File: src/rtl/hazard_stall_ctrl.sv
// Hazard scheduler for the 5-stage MIPS core: Tuse/Tnew data stalls plus MDU busy countdown.
// Optional STALL_PERF_EN macro adds data-stall and MDU-only-stall cycle counters.
module hazard_stall_ctrl #(
   parameter int MULT_LAT = 5,
   parameter int DIV_LAT  = 10,
   parameter int CNT_W    = 4
) (
   input  logic             clk,
   input  logic             reset,
   input  logic [4:0]       rs_D,
   input  logic [4:0]       rt_D,
   input  logic [1:0]       tuse_rs_D,
   input  logic [1:0]       tuse_rt_D,
   input  logic             md_D,
   input  logic [4:0]       A3_E,
   input  logic [1:0]       tnew_E,
   input  logic [4:0]       A3_M,
   input  logic [1:0]       tnew_M,
   input  logic             start_E,
   input  logic             div_E,
`ifdef STALL_PERF_EN
   output logic [31:0]      perf_data_stalls,
   output logic [31:0]      perf_md_stalls,
`endif
   output logic             stall_F,
   output logic             stall_D,
   output logic             flush_E,
   output logic             md_busy,
   output logic [CNT_W-1:0] md_cnt
);

   logic stall_rs;
   logic stall_rt;
   logic stall_md;
   logic stall;

   // tuse = 3 can never be below a Tnew of at most 2, so "not used" needs no special case.
   assign stall_rs = (rs_D != 5'd0) &&
                     (((rs_D == A3_E) && (tuse_rs_D < tnew_E)) ||
                      ((rs_D == A3_M) && (tuse_rs_D < tnew_M)));

   assign stall_rt = (rt_D != 5'd0) &&
                     (((rt_D == A3_E) && (tuse_rt_D < tnew_E)) ||
                      ((rt_D == A3_M) && (tuse_rt_D < tnew_M)));

   // Including start_E covers the instruction directly behind a mult/div in its issue cycle.
   assign md_busy  = start_E || (md_cnt != '0);
   assign stall_md = md_D && md_busy;
   assign stall    = stall_rs || stall_rt || stall_md;

   assign stall_F = stall && !reset;
   assign stall_D = stall && !reset;
   assign flush_E = stall && !reset;

   always_ff @(posedge clk) begin
      if (reset)
         md_cnt <= '0;
      else if (start_E)
         md_cnt <= div_E ? CNT_W'(DIV_LAT) : CNT_W'(MULT_LAT);
      else if (md_cnt != '0)
         md_cnt <= md_cnt - 1'b1;
   end

`ifdef STALL_PERF_EN
   always_ff @(posedge clk) begin
      if (reset) begin
         perf_data_stalls <= '0;
         perf_md_stalls   <= '0;
      end else begin
         if (stall_rs || stall_rt)
            perf_data_stalls <= perf_data_stalls + 32'd1;
         else if (stall_md)
            perf_md_stalls <= perf_md_stalls + 32'd1;
      end
   end
`endif

endmodule
File: config.mk
export PLATFORM = sky130hd
export DESIGN_NAME = hazard_stall_ctrl
export DESIGN_NICKNAME = d
export VERILOG_FILES = /design/src/rtl/hazard_stall_ctrl.sv
export SDC_FILE = /design/constraint.sdc
export NUM_CORES = 1
export LEC_CHECK = 0
export ABC_AREA = 1
export ABC_CLOCK_PERIOD_IN_PS = 1500
export BUFFER_PORTS_ARGS = -buffer_cell sky130_fd_sc_hd__buf_2
export CAP_MARGIN = 20
export CORE_ASPECT_RATIO = 1.25
export CORE_UTILIZATION = 44
export DETAILED_ROUTE_END_ITERATION = 6
export PLACE_DENSITY = 0.8
export SLEW_MARGIN = 20
export SYNTH_ARGS = -nofsm -noshare
export SYNTH_HDL_FRONTEND = slang
export SYNTH_SLANG_ARGS = --single-unit
File: constraint.sdc
create_clock -name clk -period 1.5 [get_ports clk]
set_input_delay 0.15 -clock clk [delete_from_list [all_inputs] [get_ports clk]]
set_output_delay 0.15 -clock clk [all_outputs]
set_load 0.03 [all_outputs]
==> results of run 1 <==
-- area by class of cell --
| class | count | area, um2 |
|---|---|---|
| clock buffer | 4 | 26.3 |
| fill | 135 | 472 |
| inverter | 33 | 139 |
| multi-input combinational | 107 | 598 |
| sequential | 4 | 87.6 |
| tap | 18 | 22.5 |
| timing repair buffer | 41 | 236 |
-- path summary, 6_finish.rpt --
kind,cells past startpoint,to,slack (ps),start
worst max register to register,8,md_cnt[2],330,md_cnt[1]
worst min register to register,2,md_cnt[1],510,md_cnt[1]
worst max-delay path,8,stall_D,40,md_cnt[1]
worst min-delay path,4,md_cnt[2],210,reset
-- cell usage in the layout (no fill, tap or decap), types with 2 or more instances in the layout --
master	instances
a21oi_1	4
inv_2	9
o21ai_0	7
dfxtp_4	2
nor3_1	4
buf_2	36
nor2_2	3
clkbuf_4	3
nand2_1	53
nand3_2	2
ha_1	3
xor2_1	3
inv_4	3
buf_6	3
dfxtp_1	2
inv_1	20
nor2_1	10
nand3_1	8
ha_4	3
-- cell usage after synthesis (all sizes together) --
master / n / area (um2)
inv: 33 / 124
a21boi: 1 / 7.51
nand3: 10 / 55.1
nand2: 54 / 203
buf: 2 / 15.0
xnor2: 1 / 8.76
a21oi: 5 / 25.0
nor2: 13 / 56.3
o21bai: 1 / 7.51
dfxtp: 4 / 80.1
o21ai: 8 / 40.0
xor2: 3 / 26.3
ha: 6 / 75.1
nand4: 1 / 12.5
nor3: 4 / 20.0
-- cell families after synthesis --
family,count (synthesis),synth area share (%)
XOR/XNOR,4,4.64
AND/OR/NAND/NOR,82,45.9
adder cells (fa/ha/maj),6,9.93
AO/OA/AOI/OAI,15,10.6
flip-flops,4,10.6
buffers and inverters,35,18.4
-- routing by layer --
layer / vias up / GRT usage, % / part of all wire, % / wire length, um
li1: 530 / - / - / -
met1: 443 / 26.1 / 36 / 782
met2: 25 / 47.5 / 58 / 1250
met3: 4 / 4.13 / 3.4 / 72
met4: 0 / 12.1 / 1.8 / 39
met5: - / 0 / 0 / 0
-- where the power goes --
group	switching, uW	internal (uW)	total [uW]
Combinational	233	161	393
Clock	42.8	99.7	143
Sequential	16.1	125	141
Total	291	385	677
-- through the flow --
step	cell area, um2	total power (uW)	util (%)	cells
after floorplan	774	366	-	146
final	1110	677	70.2	207
after detailed placement	982	481	62.1	202
after CTS	1040	653	65.5	206
after global placement	982	469	62.1	202
after global routing	1110	733	70.2	207
-- critical path, cell delays in order, from the launching register on --
cell	delay, ps
dfxtp_4	350
inv_4	70
ha_4	140
nand4_4	80
nand2_1	110
nand3_2	80
nand2_2	80
inv_4	40
buf_6	130
-- what timing repair did --
| item | 4_1_cts | 5_1_grt |
|---|---|---|
| resized for setup | 11 | 15 |
| buffers inserted | 0 | 1 |
| endpoints found under the setup margin | 3 | 3 |
| pin swaps | 2 | 8 |
==> summary.md, run 1 <==
| Metric | Value |
|---|---|
| Syn. warnings | 0 |
| Unique masters post-synth | 18 |
| WL/cell | 10.4 um |
| Initial core utilization | ~48% |
| Maximum vdd drop | 0.000529 V |
| Ant diodes | 0 |
| Initial antenna violation count | 0 |
| Initial drt markers | 15 |
| Setup Viol. Count Final | 0 |
| Die area | 0.00189 mm2 |
| Worst Hold Slack | around 210 ps |
| Vias in the first global route | 947 |
| Lkg Pwr | slightly below 0.0007 uW |
| Hold Vio Cnt, Final | 0 |
| Skew-Pair Late Insertion Delay | 230 ps |
| Detailed Route WL | roughly 2100 um |
| Synthesized flop and latch total | 4 |
| Synth Area per Inst | 5.18 um2 |
| Root Driver | clkbuf_4 |
| Fin nets | around 230 |
| IO Port Bufs | 40 |
| Gr usage total | between 20% and 30% |
| GRT overflow | 0 |
| Final Cycle Share | between 90% and 100% |
| Vias post-DR | around 1000 |
| Max FFs per register | 4 |
| Routability cong. | ~0.86 |
| Max-cap check violation count | 0 |
| CTS tree | built |
| Layout cells sized above 1 | a little under two fifths |
| Num ports | 41 |
| Clock transition at path regs | approximately 40 ps |
| RSZ-0062 raised after global routing | true |
| Num CTS Buffers | 3 |
| Dpl hpwl | ~1800 um |
| FP Rows | 16 |
| Slew headroom | 80.8% |
| Synth Cell Area | 756 um2 |
| DRC errors left | 0 |
| Largest net degree at the start of global routing | 6 |
| Mean number of vias per cell | 4.84 |
| Die H | 48.3 um |
| CTS Hold Bufs | 0 |
| Layout area overhead | 46.9% |
| Setup TNS | 0 ps |
| Worst Skew | between 3 and 4 ps |
| CTS max path bufs | 2 |
| WP data required | 1350 ps |
| Register with the most flip-flops | md_cnt |
| Hold crit path type | in -> reg |
| Synth Net Count | between 150 and 200 |
| Regs by FF count | md_cnt (4) |
| Crit start category | flop |
| Crit Path Max Fanout | 3 |
| Crit. End Element | primary output |
| Arrival time worst endpoint | around 1300 ps |
| Core footprint | about 0.0016 mm2 |
| Syn Inst Count | between 100 and 150 |
| Pre-antenna DRT Iters | 4 |
| Seq/Total Area, Yosys | between 10% and 20% |
| CTS Sinks | 4 |
| Setup WS post-layout | 44.5 ps |
| Post-route ant nets | 0 |
| Crit path kind | reg -> out |
| H-tree depth | 1 |
| Count of pins over their slew limit | 0 |
| Global-route wire length before repair | approximately 3600 um |
| Worst Tran Pin Value | approximately 290 ps |
| Status | finished, final reports clean |
| Die Wd | about 39 um |
| Cell Pwr Density | around 610 mW/mm2 |
| Placement-stage worst setup slack | -44.7 ps |
| Min cycle time layout | 1460 ps |
| Fmax | just under 700 MHz |
Note: power is estimated with default switching activity, not from simulation.
==> run 2, diff against run 1 <==
--- a/config.mk
+++ b/config.mk
@@ -13,7 +13,9 @@
 export CORE_UTILIZATION = 44
 export DETAILED_ROUTE_END_ITERATION = 6
 export PLACE_DENSITY = 0.8
+export RECOVER_POWER = 100
 export SLEW_MARGIN = 20
 export SYNTH_ARGS = -nofsm -noshare
 export SYNTH_HDL_FRONTEND = slang
 export SYNTH_SLANG_ARGS = --single-unit
+export TNS_END_PERCENT = 100
==> constraint.sdc (replaced) <==
create_clock -name clk -period 1.5 [get_ports clk]
set_input_delay 0.3 -clock clk [delete_from_list [all_inputs] [get_ports clk]]
set_output_delay 0.3 -clock clk [all_outputs]
set_load 0.03 [all_outputs]
==> run 2 against run 1 <==
  * The run now ends with setup timing left
  * Utilization grew 2.3 points
  * Count of clock-buffer cells in the layout is the same
  * Clock skew grew 6.4 ps
  * Critical path depth grew 4
  * Global-route usage shrank 1.8 points
  * Register-to-register slack lost 70 ps
  * Fmax shrank 14%
  * Cell count grew 1.9%
  * Combinational power grew 1%
  * Die area is the same
  * Design area grew 3.3%
  * Critical path type is now in -> out
  * Highest routed layer unchanged
==> summary.md, run 2 (synthesized netlist as in run 1, its figures left out) <==
| Metric | Value |
|---|---|
| Status | finished with violations (was finished, final reports clean) |
| Failing checks | setup timing |
| Final cell count without fillers | 211 (was 207) |
| Register with the most flip-flops | md_cnt (unchanged) |
| CTS max path bufs | 2 (unchanged) |
| Root Driver | clkbuf_4 (unchanged) |
| Global-route wire length before repair | 3350 um (was 3590 um) |
| H-tree depth | 1 (unchanged) |
| Layout area overhead | 51.7% (was 46.9%) |
| Num CTS Buffers | 3 (unchanged) |
| Hold path depth | 4 (unchanged) |
| RSZ-0062 raised after global routing | true (unchanged) |
| Largest net degree at the start of global routing | 6 (unchanged) |
| Crit path kind | in -> out (was reg -> out) |
| DRC errors left | 0 (unchanged) |
| Initial antenna violation count | 0 (unchanged) |
| Sequential cell area | 85.1 um2 (was 87.6 um2) |
| Setup Viol. Count Final | 4 (was 0) |
| Setup TNS | -589 ps (was 0 ps) |
| Die H | 48.3 um (unchanged) |
| Critical path cell sequence | buf_8 -> inv_12 -> ha_4 -> a21boi_2 -> nor2_1 -> nand3_1 -> nand2_1 -> nand2_1 -> nand3_2 -> nand2_2 -> inv_4 -> buf_6 (was inv_4 -> ha_4 -> nand4_4 -> nand2_1 -> nand3_2 -> nand2_2 -> inv_4 -> buf_6) |
| Detailed Route WL | 1990 um (was 2150 um) |
| Num ports | 41 (unchanged) |
| Final Cycle Share | 112% (was 97.0%) |
| CTS Sinks | 4 (unchanged) |
| Die Wd | 39.1 um (unchanged) |
| Crit-path max cell delay | 170 ps (was 350 ps) |
| Cell Pwr Density | 605 mW/mm2 (was 610 mW/mm2) |
| Vias in the first global route | 937 (was 947) |
| Crit Path Max Fanout | 3 (unchanged) |
| Slew headroom | 76.2% (was 80.8%) |
| Count of pins over their slew limit | 0 (unchanged) |
| Mean number of vias per cell | 4.81 (was 4.84) |
| CTS Hold Bufs | 0 (unchanged) |
| Area taken by multi-input logic gates | 586 um2 (was 598 um2) |
| Slowest CP cell | ha_4 (was dfxtp_4) |
| Hold crit path type | in -> reg (unchanged) |
| Crit start category | input port (was flop) |
| Worst Tran Pin Value | 359 ps (was 286 ps) |
| Initial drt markers | 14 (was 15) |
| Skew-Pair Late Insertion Delay | 250 ps (was 230 ps) |
| Ant diodes | 0 (unchanged) |
| GRT overflow | 0 (unchanged) |
| Fmax | 593 MHz (was 687 MHz) |
| Gr usage total | 24.1% (was 25.9%) |
| Post-route ant nets | 0 (unchanged) |
| Most frequent cells in the layout | 53 x nand2_1, 29 x buf_2, 19 x inv_1 (was 53 x nand2_1, 36 x buf_2, 20 x inv_1) |
| Layout fillers | 139 (was 135) |
| Initial core utilization | 47.8% (unchanged) |
| Routability cong. | 0.870 (was 0.862) |
| Pre-antenna DRT Iters | 4 (unchanged) |
| Design Power | 693 uW (was 677 uW) |
| Fin nets | 233 (was 229) |
| Placed Cells | 207 (was 202) |
| Crit. End Element | primary output (unchanged) |
| Arrival time worst endpoint | 1390 ps (was 1310 ps) |
| Regs by FF count | md_cnt (4) (unchanged) |
| Placement-stage worst setup slack | -335 ps (was -44.7 ps) |
| WL/cell | 9.43 um (was 10.4 um) |
| Setup WS post-layout | -187 ps (was 44.5 ps) |
| Commonest non-fill, non-tap cell in the layout | nand2_1 (unchanged) |
| CTS tree | built (unchanged) |
| Max-cap check violation count | 0 (unchanged) |
| Clock transition at path regs | 30 ps (was 40 ps) |
| Max FFs per register | 4 (unchanged) |
| Worst Skew | 10.2 ps (was 3.80 ps) |
| Core footprint | 0.00158 mm2 (unchanged) |
| IO Port Bufs | 40 (unchanged) |
| Most used cell, CP | nand2_1 (was inv_4) |
| Min cycle time layout | 1690 ps (was 1460 ps) |
| FP Rows | 16 (unchanged) |
| Reg2reg path depth | 8 (unchanged) |
| Dpl hpwl | 1700 um (was 1790 um) |
| Maximum vdd drop | 0.000302 V (was 0.000529 V) |
| Die area | 0.00189 mm2 (unchanged) |
| Layout cells sized above 1 | 36.8% (was 37.6%) |
| Lkg Pwr | 0.000685 uW (was 0.000673 uW) |
| WP data required | 1200 ps (was 1350 ps) |
| Hold Vio Cnt, Final | 0 (unchanged) |
| # Post-CTS Setup Buffers | 0 (unchanged) |
| Vias post-DR | 1014 (was 1002) |
[run 2: cell types whose count changed in the layout (fill, tap and decap cells not counted), sizes merged]
cell,change
clkbuf,+4
[run 2: path summary, 6_finish.rpt]
kind | endpoint | slack [ps] | start
worst max-delay path | flush_E | -190 | tnew_M[1]
worst min-delay path | md_cnt[2] | 330 | reset
worst max register to register | md_cnt[2] | 260 | md_cnt[0]
worst min register to register | md_cnt[1] | 510 | md_cnt[1]
[run 2: metal layers]
layer / GRT usage, % / vias up / share of wire, %
met5: 0 / - / 0
met4: 12.6 / 0 / 2.1
li1: - / 540 / -
met1: 23.9 / 432 / 37
met3: 2.29 / 6 / 4.3
met2: 45.0 / 36 / 57
[run 2: layout make-up]
type / count / share of cell area (%)
multi-input cells: 107 / 51.1
repair buffers: 45 / 24.5
inverters: 33 / 12.8
flip-flops and latches: 4 / 7.42
clock buffers: 4 / 2.29
well taps: 18 / 1.97
[run 2: critical path, delay by kind of cell]
| kind | cells | cell delay (ps) |
|---|---|---|
| compound gates | 1 | 140 |
| fa+ha+maj | 1 | 170 |
| buf+inv | 4 | 340 |
| simple gates | 6 | 440 |
[run 2: through the flow]
stage                     hold WS (ps)  instance area, um2  utilization (%)
after global routing               350                1150             72.5
after CTS                          322                1150             72.5
after global placement             483                1050             66.7
after detailed placement           496                1050             66.7
final                              334                1150             72.5
after floorplan                    436                 817                -
[run 2: what timing repair did]
item / in CTS / in global routing
gates resized for setup: 18 / 2
pin swaps: 9 / 4
setup endpoints to repair: 4 / 4
[run 2: power by group]
part	internal [uW]	total, uW	switching [uW]
Combinational	168	397	229
Sequential	124	142	17.2
Clock	100	154	54.0
